`src/rtl/integer_issue_queue.sv`:
```
// ============================================================================
// integer_issue_queue
//
// Collapsing, age-ordered issue queue for integer micro-ops. Up to two
// entries are enqueued per cycle. Source operands are woken by a write-back
// tag broadcast. The oldest entry with both operands ready is offered for
// issue. When an entry issues, every younger entry slides down one slot, so
// entry 0 is always the oldest.
//
// Optional feature macro: IQ_STATS_EN
//   When defined, adds saturating 32-bit counters for issued entries and for
//   cycles in which the queue could not accept a pair.
//
// Ports
//   clk, rst_n                   clock (rising edge), async active-low reset
//   i_valid[1:0]                 per-slot enqueue request, slot 0 is older
//   i_phys_rs/i_phys_rt          per-slot source tags (2 x PREG_W, slot 0 low)
//   i_uses_rs/i_uses_rt          per-slot source-used flags
//   i_rs_ready/i_rt_ready        per-slot source ready at enqueue
//   i_al_id                      per-slot active-list id (2 x AL_W)
//   i_payload                    per-slot opaque payload (2 x PAY_W)
//   o_ready                      queue can take two entries this cycle
//   wb_valid, wb_uses_rw, wb_tag write-back broadcast
//   flush                        discard every entry
//   o_valid, i_issue_ready       issue handshake
//   o_phys_rs/o_phys_rt/o_al_id/o_payload  selected entry, zero when idle
//   o_stat_issued, o_stat_full   statistics (IQ_STATS_EN only)
// ============================================================================
module integer_issue_queue #(
    parameter int DEPTH  = 8,
    parameter int PREG_W = 6,
    parameter int AL_W   = 5,
    parameter int PAY_W  = 64
) (
    input  logic                clk,
    input  logic                rst_n,
    input  logic [1:0]          i_valid,
    input  logic [2*PREG_W-1:0] i_phys_rs,
    input  logic [2*PREG_W-1:0] i_phys_rt,
    input  logic [1:0]          i_uses_rs,
    input  logic [1:0]          i_uses_rt,
    input  logic [1:0]          i_rs_ready,
    input  logic [1:0]          i_rt_ready,
    input  logic [2*AL_W-1:0]   i_al_id,
    input  logic [2*PAY_W-1:0]  i_payload,
    output logic                o_ready,
    input  logic                wb_valid,
    input  logic                wb_uses_rw,
    input  logic [PREG_W-1:0]   wb_tag,
    input  logic                flush,
    output logic                o_valid,
    input  logic                i_issue_ready,
    output logic [PREG_W-1:0]   o_phys_rs,
    output logic [PREG_W-1:0]   o_phys_rt,
    output logic [AL_W-1:0]     o_al_id,
    output logic [PAY_W-1:0]    o_payload
`ifdef IQ_STATS_EN
    ,
    output logic [31:0]         o_stat_issued,
    output logic [31:0]         o_stat_full
`endif
);

    localparam int IDX_W = $clog2(DEPTH);
    localparam int CNT_W = IDX_W + 1;

    logic              entValid_q   [DEPTH];
    logic [PREG_W-1:0] entRsTag_q   [DEPTH];
    logic [PREG_W-1:0] entRtTag_q   [DEPTH];
    logic              entUsesRs_q  [DEPTH];
    logic              entUsesRt_q  [DEPTH];
    logic              entRsRdy_q   [DEPTH];
    logic              entRtRdy_q   [DEPTH];
    logic [AL_W-1:0]   entAlId_q    [DEPTH];
    logic [PAY_W-1:0]  entPayload_q [DEPTH];
    logic [CNT_W-1:0]  count_q;

    logic              entValid_d   [DEPTH];
    logic [PREG_W-1:0] entRsTag_d   [DEPTH];
    logic [PREG_W-1:0] entRtTag_d   [DEPTH];
    logic              entUsesRs_d  [DEPTH];
    logic              entUsesRt_d  [DEPTH];
    logic              entRsRdy_d   [DEPTH];
    logic              entRtRdy_d   [DEPTH];
    logic [AL_W-1:0]   entAlId_d    [DEPTH];
    logic [PAY_W-1:0]  entPayload_d [DEPTH];
    logic [CNT_W-1:0]  count_d;

    logic              wbHit;
    logic              wkRsRdy [DEPTH];
    logic              wkRtRdy [DEPTH];

    logic [PREG_W-1:0] inRsTag   [2];
    logic [PREG_W-1:0] inRtTag   [2];
    logic              inRsRdy   [2];
    logic              inRtRdy   [2];
    logic [AL_W-1:0]   inAlId    [2];
    logic [PAY_W-1:0]  inPayload [2];

    logic              selFound;
    logic [IDX_W-1:0]  selIdx;
    logic              issueFire;
    logic              enqFire;
    logic              bothValid;
    logic              firstSlot;
    logic [CNT_W-1:0]  baseCount;
    logic [IDX_W-1:0]  wrIdx0;
    logic [IDX_W-1:0]  wrIdx1;

    assign wbHit     = wb_valid & wb_uses_rw;
    assign o_ready   = (count_q <= CNT_W'(DEPTH - 2));
    assign enqFire   = o_ready & (|i_valid);
    assign bothValid = &i_valid;
    // A lone slot-1 request is treated as if it had arrived on slot 0.
    assign firstSlot = ~i_valid[0];
    assign issueFire = selFound & i_issue_ready;
    // Appends land after the collapse, so the write position is computed
    // from the occupancy that remains once the issuing entry is gone.
    assign baseCount = count_q - CNT_W'(issueFire);
    assign wrIdx0    = baseCount[IDX_W-1:0];
    assign wrIdx1    = wrIdx0 + IDX_W'(1);

    // Unpack the two enqueue slots. An incoming operand whose tag matches a
    // broadcast in the same cycle is written already ready, so that a
    // producer finishing this cycle cannot be missed.
    always_comb begin
        for (int s = 0; s < 2; s++) begin
            inRsTag[s]   = i_phys_rs[s*PREG_W +: PREG_W];
            inRtTag[s]   = i_phys_rt[s*PREG_W +: PREG_W];
            inAlId[s]    = i_al_id[s*AL_W +: AL_W];
            inPayload[s] = i_payload[s*PAY_W +: PAY_W];
            inRsRdy[s]   = i_rs_ready[s] |
                           (wbHit & i_uses_rs[s] & (inRsTag[s] == wb_tag));
            inRtRdy[s]   = i_rt_ready[s] |
                           (wbHit & i_uses_rt[s] & (inRtTag[s] == wb_tag));
        end
    end

    // Wakeup of stored entries. The result only feeds next state, never the
    // select logic, so a broadcast makes an entry eligible one cycle later.
    always_comb begin
        for (int i = 0; i < DEPTH; i++) begin
            wkRsRdy[i] = entRsRdy_q[i] |
                         (wbHit & entUsesRs_q[i] & (entRsTag_q[i] == wb_tag));
            wkRtRdy[i] = entRtRdy_q[i] |
                         (wbHit & entUsesRt_q[i] & (entRtTag_q[i] == wb_tag));
        end
    end

    // Oldest-first select: the lowest valid index with both operands usable
    // (either not used or already ready) wins.
    always_comb begin
        selFound = 1'b0;
        selIdx   = '0;
        for (int i = 0; i < DEPTH; i++) begin
            if (!selFound && entValid_q[i] &&
                (!entUsesRs_q[i] || entRsRdy_q[i]) &&
                (!entUsesRt_q[i] || entRtRdy_q[i])) begin
                selFound = 1'b1;
                selIdx   = IDX_W'(i);
            end
        end
    end

    // Issue outputs come straight from the registered entry, forced to zero
    // when nothing is selectable so that downstream never sees stale data.
    always_comb begin
        o_valid   = selFound;
        o_phys_rs = '0;
        o_phys_rt = '0;
        o_al_id   = '0;
        o_payload = '0;
        if (selFound) begin
            o_phys_rs = entRsTag_q[selIdx];
            o_phys_rt = entRtTag_q[selIdx];
            o_al_id   = entAlId_q[selIdx];
            o_payload = entPayload_q[selIdx];
        end
    end

    // Next-state for the array. The order is: collapse over the issuing
    // entry, then append the new entries, then let flush override all of
    // it. The top slot has nothing above it, so it empties when a collapse
    // passes through it.
    always_comb begin
        for (int i = 0; i < DEPTH; i++) begin
            entValid_d[i]   = entValid_q[i];
            entRsTag_d[i]   = entRsTag_q[i];
            entRtTag_d[i]   = entRtTag_q[i];
            entUsesRs_d[i]  = entUsesRs_q[i];
            entUsesRt_d[i]  = entUsesRt_q[i];
            entRsRdy_d[i]   = wkRsRdy[i];
            entRtRdy_d[i]   = wkRtRdy[i];
            entAlId_d[i]    = entAlId_q[i];
            entPayload_d[i] = entPayload_q[i];
            if (issueFire && (IDX_W'(i) >= selIdx)) begin
                if (i == DEPTH - 1) begin
                    entValid_d[i] = 1'b0;
                    entRsRdy_d[i] = 1'b0;
                    entRtRdy_d[i] = 1'b0;
                end else begin
                    entValid_d[i]   = entValid_q[(i + 1) % DEPTH];
                    entRsTag_d[i]   = entRsTag_q[(i + 1) % DEPTH];
                    entRtTag_d[i]   = entRtTag_q[(i + 1) % DEPTH];
                    entUsesRs_d[i]  = entUsesRs_q[(i + 1) % DEPTH];
                    entUsesRt_d[i]  = entUsesRt_q[(i + 1) % DEPTH];
                    entRsRdy_d[i]   = wkRsRdy[(i + 1) % DEPTH];
                    entRtRdy_d[i]   = wkRtRdy[(i + 1) % DEPTH];
                    entAlId_d[i]    = entAlId_q[(i + 1) % DEPTH];
                    entPayload_d[i] = entPayload_q[(i + 1) % DEPTH];
                end
            end
        end

        count_d = baseCount;

        if (enqFire) begin
            entValid_d[wrIdx0]   = 1'b1;
            entRsTag_d[wrIdx0]   = inRsTag[firstSlot];
            entRtTag_d[wrIdx0]   = inRtTag[firstSlot];
            entUsesRs_d[wrIdx0]  = i_uses_rs[firstSlot];
            entUsesRt_d[wrIdx0]  = i_uses_rt[firstSlot];
            entRsRdy_d[wrIdx0]   = inRsRdy[firstSlot];
            entRtRdy_d[wrIdx0]   = inRtRdy[firstSlot];
            entAlId_d[wrIdx0]    = inAlId[firstSlot];
            entPayload_d[wrIdx0] = inPayload[firstSlot];
            if (bothValid) begin
                entValid_d[wrIdx1]   = 1'b1;
                entRsTag_d[wrIdx1]   = inRsTag[1];
                entRtTag_d[wrIdx1]   = inRtTag[1];
                entUsesRs_d[wrIdx1]  = i_uses_rs[1];
                entUsesRt_d[wrIdx1]  = i_uses_rt[1];
                entRsRdy_d[wrIdx1]   = inRsRdy[1];
                entRtRdy_d[wrIdx1]   = inRtRdy[1];
                entAlId_d[wrIdx1]    = inAlId[1];
                entPayload_d[wrIdx1] = inPayload[1];
            end
            count_d = baseCount + (bothValid ? CNT_W'(2) : CNT_W'(1));
        end

        if (flush) begin
            for (int i = 0; i < DEPTH; i++) begin
                entValid_d[i] = 1'b0;
                entRsRdy_d[i] = 1'b0;
                entRtRdy_d[i] = 1'b0;
            end
            count_d = '0;
        end
    end

    // State registers. Reset empties the queue immediately, without
    // waiting for a clock edge.
    always_ff @(posedge clk or negedge rst_n) begin
        if (!rst_n) begin
            for (int i = 0; i < DEPTH; i++) begin
                entValid_q[i]   <= 1'b0;
                entRsTag_q[i]   <= '0;
                entRtTag_q[i]   <= '0;
                entUsesRs_q[i]  <= 1'b0;
                entUsesRt_q[i]  <= 1'b0;
                entRsRdy_q[i]   <= 1'b0;
                entRtRdy_q[i]   <= 1'b0;
                entAlId_q[i]    <= '0;
                entPayload_q[i] <= '0;
            end
            count_q <= '0;
        end else begin
            for (int i = 0; i < DEPTH; i++) begin
                entValid_q[i]   <= entValid_d[i];
                entRsTag_q[i]   <= entRsTag_d[i];
                entRtTag_q[i]   <= entRtTag_d[i];
                entUsesRs_q[i]  <= entUsesRs_d[i];
                entUsesRt_q[i]  <= entUsesRt_d[i];
                entRsRdy_q[i]   <= entRsRdy_d[i];
                entRtRdy_q[i]   <= entRtRdy_d[i];
                entAlId_q[i]    <= entAlId_d[i];
                entPayload_q[i] <= entPayload_d[i];
            end
            count_q <= count_d;
        end
    end

`ifdef IQ_STATS_EN
    logic [31:0] statIssued_q;
    logic [31:0] statFull_q;

    // Saturating statistics. They survive a flush so that mispredict
    // recovery does not hide activity. An issue handshake that coincides
    // with a flush is not counted, because the flush wins.
    always_ff @(posedge clk or negedge rst_n) begin
        if (!rst_n) begin
            statIssued_q <= '0;
            statFull_q   <= '0;
        end else begin
            if (issueFire && !flush && (statIssued_q != '1)) begin
                statIssued_q <= statIssued_q + 32'd1;
            end
            if (!o_ready && (statFull_q != '1)) begin
                statFull_q <= statFull_q + 32'd1;
            end
        end
    end

    assign o_stat_issued = statIssued_q;
    assign o_stat_full   = statFull_q;
`endif

endmodule

```
`config.mk`:
```
export PLATFORM = sky130hd
export DESIGN_NAME = integer_issue_queue
export DESIGN_NICKNAME = d
export VERILOG_FILES = /design/src/rtl/integer_issue_queue.sv
export SDC_FILE = /design/constraint.sdc
export NUM_CORES = 2
export LEC_CHECK = 0
export CORE_MARGIN = 2
export CORE_UTILIZATION = 62
export DETAILED_ROUTE_END_ITERATION = 16
export PLACE_DENSITY = 0.81
export SYNTH_ARGS = -nofsm -noshare
export SYNTH_HDL_FRONTEND = slang
export SYNTH_SLANG_ARGS = --single-unit
```
`constraint.sdc`:
```
create_clock -name clk -period 8.8 [get_ports clk]
set_input_delay 1.76 -clock clk [delete_from_list [all_inputs] [get_ports clk]]
set_output_delay 1.76 -clock clk [all_outputs]
set_load 0.01 [all_outputs]
```
==> out/qor_table.md <==
| Metric | Value |
|---|---|
| Last weighted congestion value of the routability-driven placer | 0.947 |
| Most common library cells after synthesis | 1164 x mux2i_1, 692 x dfrtp_1, 431 x nand2_1 |
| Status | finished clean |
| Root buffer cell | clkbuf_16 |
| Area contributors post-synth | dfrtp_1 37%, mux2i_1 25%, mux2_2 8.1% |
| Resized cells post-CTS | 0 |
| Startpoint-to-endpoint class of the critical path | reg -> reg |
| Peak supply drop | 0.478 mV |
| Share of the synthesized area in the top cell type | 0.367 |
| DR iter-0 viols | 4830 |
| Max-slew headroom at the worst pin | 0.208 |
| Primary FF master, synth | dfrtp_1 |
| Final WL | 157 mm |
| Final Instance Count excl. Fillers | 5823 |
| Fraction of synthesized cell area in xor and xnor cells | 0.0236 |
| Clock latency of the later-clocked register in the worst-skew pair | 0.64 ns |
| Highest Clock Rate | 0.146 GHz |
| Cell chain of the critical path | inv_2, o221ai_1, and4_1, nand2_1, nand2_1, inv_1, ha_1, xor2_1, ha_1, nor2b_1, nor2_1, xnor2_1, nand3_4, buf_4, o22ai_1, nor2_1 |
| Post-DR wirelength/cell | 27.0 µm |
| Category of the worst setup path launch point | flop |
| Initial antenna violation count | 5 |
| Final worst hold slack | 0.532 ns |
| CTS Hold Bufs | 0 |
| Leakage power of the design | 24.0 nW |
| Hold Crit Class | reg -> reg |
| CP max stage delay | 0.92 ns |
| Post-layout nets | 4972 |
| Number of distinct standard cells referenced by the synthesized netlist | 56 |
| All-Layer GR Usage | 0.396 |
| Crit. path cell count | 16 |
| Adder and majority cell fraction of the synthesized area | 0.00149 |
| DIE HEIGHT | 280 µm |
| Syn Area/Cell | 9.73 µm² |
| Port bufs | 266 |
| Initial cell density of the core | 0.624 |
| Part of the cycle the worst path needs | 0.779 |
| Overall via count from detail_route | 40.7k |
| Simple-gate portion of the synthesized area | 0.0952 |
| Worst hold path stage count | 2 |
| Area of the mapped netlist | 47100 µm² |
| Number of sinks on the clock net | 692 |
| Via density per instance | 6.98 |
| Async set or reset register ratio after synthesis | 1.00 |
| Crit path time final | 6.86 ns |
| Placed insts | 5680 |
| Data required time of the worst path | 9.31 ns |
| Final-report setup violation count | 0 |
| Clock skew | 0.0226 ns |
| Transition at the pin with the smallest max-transition slack | 1.19 ns |
| Routed Antenna Nets | 0 |
| Maximum level of the CTS H-tree | 3 |
| Nets in the synthesized netlist | 5034 |
| RSZ-0062 raised after global routing | false |
| Crit end category | flop |
| Number of buffers and inverters on the critical path | 3 |
| Clock buffer count from CTS | 79 |
| Yosys synthesis warning count | 0 |
| Number of storage elements in the synthesis netlist | 692 |
| First-pass iteration count of the detailed router | 6 |
| Largest fanout of any net on the critical path | 38 |
| Die Outline Area | 78300 µm² |
| Fraction of the yosys area taken by sequential cells | 0.367 |
| Yosys top cell by area | dfrtp_1 |
| Clock tree from TritonCTS | built |
| Clock transition time at the flip-flop clock pins of the worst setup and hold paths | 0.06 ns |
| Standard-cell row count | 101 |
| Multiplexer area fraction after synthesis | 0.329 |
| Detailed-placement wirelength estimate | 87.6 mm |
| Complex-gate fraction of the synthesized area | 0.138 |
| Slowest stage cell, crit path | nand3_4 |
| Top Ports | 267 |
| Fraction of final layout cells with drive strength greater than 1 | 0.123 |
| Pin count of the biggest net entering global routing | 160 |
| Power per Cell Area | 459 nW/µm² |
| Setup TNS | 0 ns |
| Sum of overflow across all layers after global routing | 0 |
| Data arrival time of the critical path | 7.37 ns |
| Syn-to-layout area delta | 11.7% |
| Post-synth EDFFs | 0 |
| Hold Fails Final Rpt | 0 |
| Core Region | 75600 µm² |
| Main combinational cell family by area after synthesis | multiplexers |
| First-pass GRT wire length | 241 mm |
| Reg2reg path depth | 16 |
| Count of unresolved DRC violations after routing | 0 |
| Mapped Cells | 4845 |
| Slew Viols, Final | 0 |
| Number of global-route vias before repair | 40.6k |
| Overall die width | 280 µm |
| Number of buffers inserted by post-CTS setup repair | 0 |
| Cell with the most instances after synthesis | mux2i_1 |
| Max cap viols | 0 |
| Clock Tree Buf Depth | 3 |
| Cell family with most CP delay | simple AND/OR/NAND/NOR gates |
-- placed cells by master (no fill, tap or decap), types with 78 or more instances in the layout --
| cell type | netlist | routed |
|---|---|---|
| nand2_1 | 431 | 426 |
| dfrtp_1 | 692 | 692 |
| mux2i_1 | 1164 | 1162 |
| mux2_2 | 341 | 341 |
| clkdlybuf4s50_1 | 0 | 264 |
| and2_1 | 241 | 239 |
| xor2_1 | 121 | 121 |
| clkbuf_16 | 0 | 82 |
| nor2_1 | 201 | 196 |
| a211oi_1 | 264 | 264 |
| o22ai_1 | 97 | 96 |
| o21ai_0 | 79 | 78 |
| a21oi_1 | 279 | 278 |
| o21ai_1 | 169 | 166 |
-- final timing paths --
path | startpoint | to | slack [ns]
setup / recovery | entUsesRt_q[2] | entRsTag_q[5] | 1.94
hold / removal | entPayload_q[7] | entPayload_q[7] | 0.53
setup reg to reg | entUsesRt_q[2] | entRsTag_q[5] | 1.94
hold reg to reg | entPayload_q[7] | entPayload_q[7] | 0.53
max in group asynchronous | rst_n | entValid_q[0] | 5.60
min in group asynchronous | rst_n | entPayload_q[58] | 1.10
-- worst reg2reg max path, delay by kind of cell, from the launching register on --
kind	cells	cell delay (ns)
fa+ha+maj	2	0.65
xor+xnor	2	1.39
buf+inv	3	0.74
simple gates	7	2.79
compound gates	2	0.72
flops	1	0.46
-- per-stage QoR --
| step | power [mW] | worst slack, ns | area, µm² | utilization |
|---|---|---|---|---|
| after global placement | 19.9 | 1.84 | 50100 | 0.663 |
| after global routing | 25.4 | 1.76 | 52600 | 0.697 |
| after detailed placement | 20.3 | 1.71 | 50100 | 0.663 |
| after CTS | 23.7 | 2.16 | 52600 | 0.696 |
| final | 24.2 | 1.94 | 52600 | 0.697 |
| after floorplan | 16.1 | 4.04 | 47100 | - |
-- registers in the layout (all words and copies together) (netlist names) --
signal        count
entRtTag_q       48
entPayload_q    512
count_q           4
entRsRdy_q        8
entValid_q        8
entAlId_q        40
entUsesRt_q       8
entUsesRs_q       8
entRtRdy_q        8
entRsTag_q       48
-- power by group --
| group | leakage (nW) | internal [mW] | switching [mW] |
|---|---|---|---|
| combinational | 14.5 | 6.19 | 8.34 |
| sequential | 8.21 | 4.98 | 1.36 |
| clock | 1.26 | 1.91 | 1.40 |
| total | 24.0 | 13.1 | 11.1 |
-- cell families (layout without fill, tap and decap cells) --
kind of cell             count (synthesis)  count (layout)
buffers and inverters                  514             511
adder cells (fa/ha/maj)                  5               5
multiplexers                          1506            1506
other                                    0               3
XOR/XNOR                               126             126
AO/OA/AOI/OAI                         1027            1027
AND/OR/NAND/NOR                        975             975
flip-flops                             692             692
-- metal layers --
metal / share of wire / up-vias / global-route usage
met4: 0.053 / 4 / 0.210
met1: 0.39 / 19900 / 0.524
met5: 0.00016 / - / 0
met2: 0.45 / 2662 / 0.608
li1: - / 17400 / -
met3: 0.11 / 620 / 0.0876
-- final cells by class --
type | instances | area [µm²]
Fill cell | 5651 | 22900
Inverter | 16 | 60.1
Multi-Input combinational cell | 3639 | 28000
Sequential cell | 692 | 17300
Clock buffer | 118 | 2360
Antenna cell | 3 | 7.51
Timing Repair Buffer | 355 | 3530
Tap cell | 978 | 1220
Clock inverter | 22 | 181
No activity file was read; power rests on OpenSTA's default activity.
